$ cat config.mk
export PLATFORM = sky130hd
export DESIGN_NAME = pmem_rr_scheduler
export DESIGN_NICKNAME = d
export VERILOG_FILES = /design/src/rtl/pmem_rr_scheduler.sv
export SDC_FILE = /design/constraint.sdc
export NUM_CORES = 1
export LEC_CHECK = 0
export CAP_MARGIN = 20
export CORE_AREA = 2 2 646 648
export DETAILED_ROUTE_END_ITERATION = 16
export DIE_AREA = 0 0 648 650
export GPL_ROUTABILITY_DRIVEN = 0
export PLACE_DENSITY = 0.3
export REMOVE_ABC_BUFFERS = 1
export SKIP_CTS_REPAIR_TIMING = 1
export SYNTH_ARGS = -nofsm -noshare
export SYNTH_HDL_FRONTEND = slang
export SYNTH_SLANG_ARGS = --single-unit
$ cat constraint.sdc
create_clock -name clk -period 2.5 [get_ports clk]
set_input_delay 0.5 -clock clk [delete_from_list [all_inputs] [get_ports clk]]
set_output_delay 0.5 -clock clk [all_outputs]
set_load 0.01 [all_outputs]
$ cat src/rtl/pmem_rr_scheduler.sv
// Arbitrates one shared physical-memory line port among NUM_REQ requesters.
// High-priority peers rotate round-robin; the last requester wins only when idle or starved.
module pmem_rr_scheduler #(
  parameter int NUM_REQ      = 3,
  parameter int LINE_W       = 256,
  parameter int STARVE_LIMIT = 8
) (
  input  logic                       clk,
  input  logic                       rst,
  input  logic [NUM_REQ*32-1:0]      req_address,
  input  logic [NUM_REQ*LINE_W-1:0]  req_wdata,
  input  logic [NUM_REQ-1:0]         req_read,
  input  logic [NUM_REQ-1:0]         req_write,
  output logic [LINE_W-1:0]          req_rdata,
  output logic [NUM_REQ-1:0]         req_resp,
  output logic [$clog2(NUM_REQ)-1:0] grant_id,
  output logic [31:0]                c_pmem_address,
  output logic [LINE_W-1:0]          c_pmem_wdata,
  output logic                       c_pmem_read,
  output logic                       c_pmem_write,
  input  logic [LINE_W-1:0]          c_pmem_rdata,
  input  logic                       c_pmem_resp
);

  localparam int GW     = $clog2(NUM_REQ);
  localparam int NUM_HI = NUM_REQ - 1;
  localparam int LP     = NUM_REQ - 1;
  localparam int SW     = $clog2(STARVE_LIMIT + 1);

  typedef enum logic [1:0] {S_IDLE, S_BUSY, S_RESP} state_e;

  state_e              state_q, state_d;
  logic [GW-1:0]       rr_q, rr_d;
  logic [SW-1:0]       starve_q, starve_d;
  logic [31:0]         addr_q, addr_d;
  logic [LINE_W-1:0]   wdata_q, wdata_d;
  logic                read_q, read_d;
  logic                write_q, write_d;
  logic [LINE_W-1:0]   rdata_q, rdata_d;
  logic [NUM_REQ-1:0]  resp_q, resp_d;
  logic [GW-1:0]       grant_q, grant_d;

  logic [NUM_REQ-1:0]  pending;
  logic [31:0]         addr_arr  [NUM_REQ];
  logic [LINE_W-1:0]   wdata_arr [NUM_REQ];
  logic                win_valid;
  logic                win_lp;
  logic [GW-1:0]       win_idx;

  assign pending = req_read | req_write;

  for (genvar gi = 0; gi < NUM_REQ; gi++) begin : g_split
    assign addr_arr[gi]  = req_address[gi*32 +: 32];
    assign wdata_arr[gi] = req_wdata[gi*LINE_W +: LINE_W];
  end

  // Round-robin scan is done in two passes: indices at/after rr_q first, then the wrap.
  always_comb begin
    win_valid = 1'b0;
    win_lp    = 1'b0;
    win_idx   = '0;
    if (pending[LP] && (starve_q == SW'(STARVE_LIMIT))) begin
      win_valid = 1'b1;
      win_lp    = 1'b1;
      win_idx   = GW'(LP);
    end else begin
      for (int j = 0; j < NUM_HI; j++) begin
        if (!win_valid && pending[j] && (j >= int'(rr_q))) begin
          win_valid = 1'b1;
          win_idx   = GW'(j);
        end
      end
      for (int j = 0; j < NUM_HI; j++) begin
        if (!win_valid && pending[j]) begin
          win_valid = 1'b1;
          win_idx   = GW'(j);
        end
      end
      if (!win_valid && pending[LP]) begin
        win_valid = 1'b1;
        win_lp    = 1'b1;
        win_idx   = GW'(LP);
      end
    end
  end

  always_comb begin
    state_d  = state_q;
    rr_d     = rr_q;
    starve_d = starve_q;
    addr_d   = addr_q;
    wdata_d  = wdata_q;
    read_d   = read_q;
    write_d  = write_q;
    rdata_d  = rdata_q;
    resp_d   = '0;
    grant_d  = grant_q;
    unique case (state_q)
      S_IDLE: begin
        if (!pending[LP]) begin
          starve_d = '0;
        end
        if (win_valid) begin
          addr_d  = addr_arr[win_idx];
          wdata_d = wdata_arr[win_idx];
          // A simultaneous read+write is serviced as a write.
          write_d = req_write[win_idx];
          read_d  = req_read[win_idx] & ~req_write[win_idx];
          grant_d = win_idx;
          state_d = S_BUSY;
          if (win_lp) begin
            starve_d = '0;
          end else begin
            rr_d = (win_idx == GW'(NUM_HI - 1)) ? '0 : win_idx + GW'(1);
            if (pending[LP] && (starve_q != SW'(STARVE_LIMIT))) begin
              starve_d = starve_q + SW'(1);
            end
          end
        end
      end
      S_BUSY: begin
        if (c_pmem_resp) begin
          if (read_q) begin
            rdata_d = c_pmem_rdata;
          end
          read_d  = 1'b0;
          write_d = 1'b0;
          resp_d  = NUM_REQ'(1) << grant_q;
          state_d = S_RESP;
        end
      end
      S_RESP: begin
        state_d = S_IDLE;
      end
      default: begin
        state_d = S_IDLE;
      end
    endcase
  end

  always_ff @(posedge clk or negedge rst) begin
    if (!rst) begin
      state_q  <= S_IDLE;
      rr_q     <= '0;
      starve_q <= '0;
      addr_q   <= '0;
      wdata_q  <= '0;
      read_q   <= 1'b0;
      write_q  <= 1'b0;
      rdata_q  <= '0;
      resp_q   <= '0;
      grant_q  <= '0;
    end else begin
      state_q  <= state_d;
      rr_q     <= rr_d;
      starve_q <= starve_d;
      addr_q   <= addr_d;
      wdata_q  <= wdata_d;
      read_q   <= read_d;
      write_q  <= write_d;
      rdata_q  <= rdata_d;
      resp_q   <= resp_d;
      grant_q  <= grant_d;
    end
  end

  assign req_rdata      = rdata_q;
  assign req_resp       = resp_q;
  assign grant_id       = grant_q;
  assign c_pmem_address = addr_q;
  assign c_pmem_wdata   = wdata_q;
  assign c_pmem_read    = read_q;
  assign c_pmem_write   = write_q;

endmodule

# --- Word level (Yosys, flattened, before mapping) ---
# Index checks and enable logic that the tools add are counted.
op_classes:
  order_cmp: 4
  add_sub_neg: 2
  reduce_logical: 19
  n_shift: 1
  muxes: 42
  eq_ne: 6
  bitwise: 5
op_table:
  columns: ["operator", "n"]
  rows:
  - ["256-bit binary-select mux with 2-bit select", 1]
  - ["256-bit 2-to-1 mux", 2]
  - ["32-bit binary-select mux with 2-bit select", 1]
  - ["32-bit 2-to-1 mux", 2]
  - ["1-bit 2-to-1 mux", 18]
  - ["4-bit 2-to-1 mux", 4]
  - ["2-bit 2-to-1 mux", 7]
  - ["3-bit AND reduction", 3]
  - ["1-bit logical AND", 8]
  - ["3-bit 2-to-1 mux", 2]
  - ["4-bit by 1-bit adder with 4-bit output, second input constant", 1]
  - ["1-bit binary-select mux with 2-bit select", 2]
  - ["2-bit by 1-bit equality test with 1-bit output, second input constant", 2]
  - ["4-bit equality test, second input constant", 1]
  - ["1-bit by 2-bit greater-or-equal comparator with 1-bit output, first input constant", 2]
  - ["1-bit logical NOT", 4]
  - ["2-bit != test, second input constant", 2]
  - ["4-bit != test, second input constant", 1]
  - ["1-bit case mux with 2 select lines", 2]
  - ["2-bit case mux with 2 select lines", 1]
  - ["2-bit AND reduction", 2]
  - ["3-bit greater-or-equal comparator, second input constant", 1]
  - ["2-bit by 3-bit < comparator with 1-bit output, second input constant", 1]
  - ["2-bit NOT with 3-bit output", 1]
  - ["7 further kinds", 8]
totals:
  output_inout_bits: 551
  register_bits: 559
  inputBits: 1129

# --- Depth between registers and ports, before layout ---
logic_depth:
  ltp_word: 27
  depth_mapped: 9

# --- Least setup slack after synthesis ---
# Ideal clock, no wire load.
synth_path:
  path_kind: "input-to-reg"
  from: "input req_write[0]"
  to: "register wdata_q[178], in the netlist c_pmem_wdata[178]"
  path_slack_ns: 0.476
  t_required_ns: 2.423
  arrival_ns: 1.947
  path_stages: 8
  path_cell_list: "or4_1 buf_2 a211oi_2 buf_4 buf_4 buf_4 a22oi_1 o21ai_1"
synth_via:
  elab_chain_len: 25
synth_lines:
  columns: ["item", "line_no", "rtl"]
  rows:
  - ["start: declaration", "13", "input logic [NUM_REQ-1:0] req_write,"]
  - ["3-bit bitwise OR *", "50", "assign pending = req_read | req_write;"]
  - ["1-bit logical AND", "68", "if (!win_valid && pending[j] && (j >= int'(rr_q))) begin"]
  - ["1-bit 2-to-1 mux", "68", null]
  - ["1-bit 2-to-1 mux", "62", "if (pending[LP] && (starve_q == SW'(STARVE_LIMIT))) begin"]
  - ["1-bit logical NOT", "68", null]
  - ["1-bit logical AND (2 in a row)", "68", null]
  - ["1-bit 2-to-1 mux", "68", null]
  - ["1-bit 2-to-1 mux", "62", null]
  - ["[... 7 more ...]", null, null]
  - ["1-bit 2-to-1 mux", "62", null]
  - ["1-bit logical NOT", "79", "if (!win_valid && pending[LP]) begin"]
  - ["1-bit logical AND", "79", null]
  - ["2-bit 2-to-1 mux", "79", null]
  - ["2-bit 2-to-1 mux", "62", null]
  - ["2-bit NOT with 3-bit output (not written as such)", "105", "wdata_d = wdata_arr[win_idx];"]
  - ["256-bit binary-select mux with 2-bit select", "105", null]
  - ["256-bit 2-to-1 mux (not written as such) (2 in a row)", "105", null]
  - ["end signal: assignment", "158", "wdata_q <= wdata_d;"]
  - ["end: declaration", "36", "logic [LINE_W-1:0] wdata_q, wdata_d;"]
# Every way passes the cells marked *; elsewhere a longest branch is shown, timed or not. The select of a mux whose other input is x is not followed.
# A chain may end at the register's enable or synchronous reset.

# --- Worst setup path in the final report ---
layout_path:
  from: "register wdata_q[49], in the netlist c_pmem_wdata[49]"
  to: "output c_pmem_wdata[49]"
layout_lines:
  columns: ["item", "line_no", "rtl"]
  rows:
  - ["end: declaration", "18", "output logic [LINE_W-1:0] c_pmem_wdata,"]
# No word-level cell between the ends.

==> results.md <==
- The run finished with clean final reports.
- The time the final worst path needs with I/O delays and setup is 2.43 ns.
- The number of vias after detailed routing is 26600.
- The top cell family by delay on the critical path is buffers and inverters.
- Once layout is done, the placed cells without fillers occupy 53000 um^2.
- The initial antenna violation count came to 382.
- The aggregate negative setup slack is 0 ns.
- TritonCTS created 91 clock buffers.
- In this design, the stage delay of the slowest critical-path cell is 0.77 ns.
- The number of enable-type register cells in the synthesized netlist is 0.
- After floorplanning, the core was sized to cover 415000 um^2.
- The internal power component is 36.6 mW.
- STA puts the critical path data required time at 2.00 ns.
- The die covers 421000 um^2.
- The worst setup path is captured at a primary output.
- The start-to-end type of the worst setup path is flop to primary output.
- Of the total power, the clock network draws 21.4%.
- At the pin with the least slew margin, the transition time is 0.831 ns.
- The count of clock tree sinks is 559.
- The floorplan has 237 rows.
- The sum of overflow across all layers after global routing is 0.
- The placed wire-length estimate is 282000 um.
- Leaving out filler cells and counting taps, the final layout contains 9349.
- The final-report max-slew violation count was 0.
- Along the worst path, the maximum fanout reaches 2.
- The post-detailed-route wirelength per cell is 33.6 um.
- Summing all placed instances gives a cell area of 49700 um^2.
- Together, buffers and inverters on the worst path number 1.
- TritonCTS built the clock tree.
- Walking the worst path, the cells encountered are clkdlybuf4s50_1.
- After synthesis, the netlist uses 39 different library cells.
- Compared with the post-synthesis result, the final layout area differs by 116%.
- Across every metal layer, demand over resource in global routing totals 14.4%.
- The power per standard cell area is 1150 nW/um^2.
- After clock tree synthesis, the clock-pin slew on the worst setup and hold paths is 0.06 ns.
- During placement, the flow inserted port buffers numbering 1679.
- The design draws 60.8 mW.
- No sink is reached through more buffers than the 4 on the longest clock path.
- For this run, the number of Yosys warnings is 0.
- The H-tree was split into 3 levels.
- Averaged over all synthesized cells, the footprint is 13.0 um^2.
- Once routing completed, OpenROAD measured the worst setup slack at 0.0733 ns.
- The max-capacitance violation count is 0.
- The switching part of the total power is 39.8%.
- The net count reported at finish is 4857.
- After detailed routing, the number of vias per cell comes to 2.85.
- In the synthesized netlist the async set-or-reset flop fraction comes to 100%.
- The worst path uses 97.1% of the clock period.
- Of the cells placed in the final design, the portion with a size suffix greater than 1 is 16.8%.
- At the later pin of the worst-skew pair, clock insertion delay measures 0.84 ns.
- The arrival time at the worst endpoint is 1.93 ns.
- Across the VDD grid, the largest voltage drop is 0.524 mV.
- The register share of total power is 27.7%.
- The startpoint class of the critical path is a flop.
- The cell area after technology mapping is 24500 um^2.
- The initial utilization of the core area, before any placement, comes to 5.91%.
- The number of global-route vias before repair is 27200.
- After synthesis the netlist holds a flip-flop and latch count of 559.
- The largest clock skew in the final design is 0.0828 ns.
- The die is 650 um tall.
- The die span in x is 648 um.
- The standby leakage power is 20.9 nW.
- Synthesis handed over a netlist of 1889 instances.
- The total net switching power is 24.2 mW.
- Combinational cells account for 50.9% of the total power.
- The total setup violations reported at the end of the flow is 0.
- Setup repair after global routing left no endpoint under its margin.
- The share of the Yosys chip area taken by registers is 57.0%.
- The length of the first detailed-routing pass in iterations is 7.
- The cell total after placement is 9128.
- For this run, the top clock speed supported by timing is 412 MHz.
- The root cell of the clock tree is clkbuf_16.
- The type of the tightest min-delay check is input port to async pin.
- The number of DRC violations after detailed-routing iteration 0 is 1560.
- The first global-routing pass estimated 378000 um of wire.
- The number of nets still failing antenna checks after routing is 0.
- The most used flip-flop cell after synthesis is dfrtp_1.
- Headroom to the max-slew limit came out at 43.8%.
- The remaining routing DRC violations is 0.
- Before CTS, the worst setup slack after placement is -0.678 ns.
- The maximum number of pins on one net before global-route repair is 100.
- The cell with the biggest individual delay on the critical path is clkdlybuf4s50_1.
- 1680 I/O pins were placed.
- The sum of routed wire length over all layers is 314000 um.
- The number of failing hold endpoints at the final stage is 0.
-- flip-flops by register name (all words and copies together), names as in the netlist --
| signal | flops |
|---|---|
| rr_q | 2 |
| grant_id | 2 |
| c_pmem_wdata | 256 |
| c_pmem_address | 32 |
| c_pmem_write | 1 |
| starve_q | 4 |
| req_rdata | 256 |
| c_pmem_read | 1 |
| state_q | 2 |
| req_resp | 3 |
-- placed cells by master (no fill, tap or decap), drive strengths merged --
cell / synthesis / final
clkdlybuf4s50: 0 / 1596
dfrtp: 559 / 559
o21ai: 292 / 292
mux2i: 289 / 289
a22oi: 288 / 288
mux2: 257 / 257
buf: 98 / 235
clkbuf: 59 / 123
dlymetal6s2s: 0 / 69
diode: 0 / 65
clkinv: 0 / 23
nand2: 6 / 6
nor2: 5 / 5
bufinv: 0 / 5
nand2b: 4 / 4
inv: 3 / 3
nand3: 3 / 3
clkinvlp: 0 / 3
nand3b: 2 / 2
nor3b: 2 / 2
ha: 2 / 2
o22ai: 2 / 2
o31ai: 2 / 2
nor4bb: 1 / 1
a21oi: 1 / 1
a31oi: 1 / 1
and2: 1 / 1
xnor2: 1 / 1
a22o: 1 / 1
a21boi: 1 / 1
o2111ai: 1 / 1
and3: 1 / 1
a21o: 1 / 1
nor3: 1 / 1
or4: 1 / 1
o211ai: 1 / 1
nor2b: 1 / 1
or2: 1 / 1
a211oi: 1 / 1
dlygate4sd3: 0 / 1
-- stage by stage --
step                      util, %  hold WS [ns]
after floorplan                 -         0.204
after global placement       12.0         0.384
after detailed placement     12.0         0.386
after CTS                    12.7        -0.568
after global routing         12.8         0.127
final                        12.8         0.159
-- kinds of logic after synthesis --
| family | count (synthesis) | synth area share, % |
|---|---|---|
| muxes | 546 | 23.6 |
| buffers and inverters | 160 | 3.39 |
| and+or+nand+nor | 29 | 0.648 |
| xor gates and xnor gates | 1 | 0.0357 |
| AOI/OAI and AO/OA | 592 | 15.2 |
| adders and majority gates | 2 | 0.102 |
| DFF | 559 | 57.0 |
-- routing by layer --
layer / share of wire [%] / vias up / global-route usage, %
met5: 0.47 / - / 0
met4: 3.0 / 228 / 3.93
met3: 12 / 711 / 7.26
met2: 49 / 1642 / 25.2
met1: 35 / 13200 / 15.1
li1: - / 10900 / -
-- final timing paths --
check,startpoint,end,slack [ns],cells past startpoint
min in group clk,c_pmem_rdata[122],req_rdata[122],0.27,2
hold reg to reg,rr_q[1],rr_q[1],0.49,1
setup / recovery,c_pmem_wdata[49],c_pmem_wdata[49],0.07,1
max in group asynchronous,rst,c_pmem_wdata[79],1.32,4
hold / removal,rst,req_rdata[233],0.16,2
setup reg to reg,starve_q[0],c_pmem_wdata[234],0.33,9
-- cell usage after synthesis, drive strengths merged (2+ instances only) --
master  instances  area share (%)
nand3b          2           0.061
nand2           6           0.092
o21ai         292             6.0
o22ai           2           0.051
a22oi         288             8.8
mux2i         289              12
mux2          257              12
o31ai           2            0.12
nor2            5           0.077
inv             3           0.046
clkbuf         59            0.92
ha              2            0.10
dfrtp         559              57
nand2b          4            0.10
buf            98             2.4
nand3           3           0.061
nor3b           2           0.061
-- power by group through the flow --
| stage | clock network, mW | logic, mW | registers [mW] |
|---|---|---|---|
| floorplan | 0 | 7.98 | 18.0 |
| global placement | 0 | 32.1 | 17.0 |
| detailed placement | 0 | 32.1 | 17.0 |
| CTS | 13.7 | 32.2 | 16.9 |
| global route | 13.8 | 32.8 | 17.4 |
| finish | 13.0 | 31.0 | 16.8 |
-- layout make-up --
class,count,area (um^2)
Inverter,3,11.3
Tap cell,5497,6880
Fill cell,47000,362000
Clock buffer,123,2590
Clock inverter,31,314
Antenna cell,65,163
Multi-Input combinational cell,1170,9740
Sequential cell,559,14000
Timing Repair Buffer,1901,19300
Note: power is estimated with default switching activity, not from simulation.
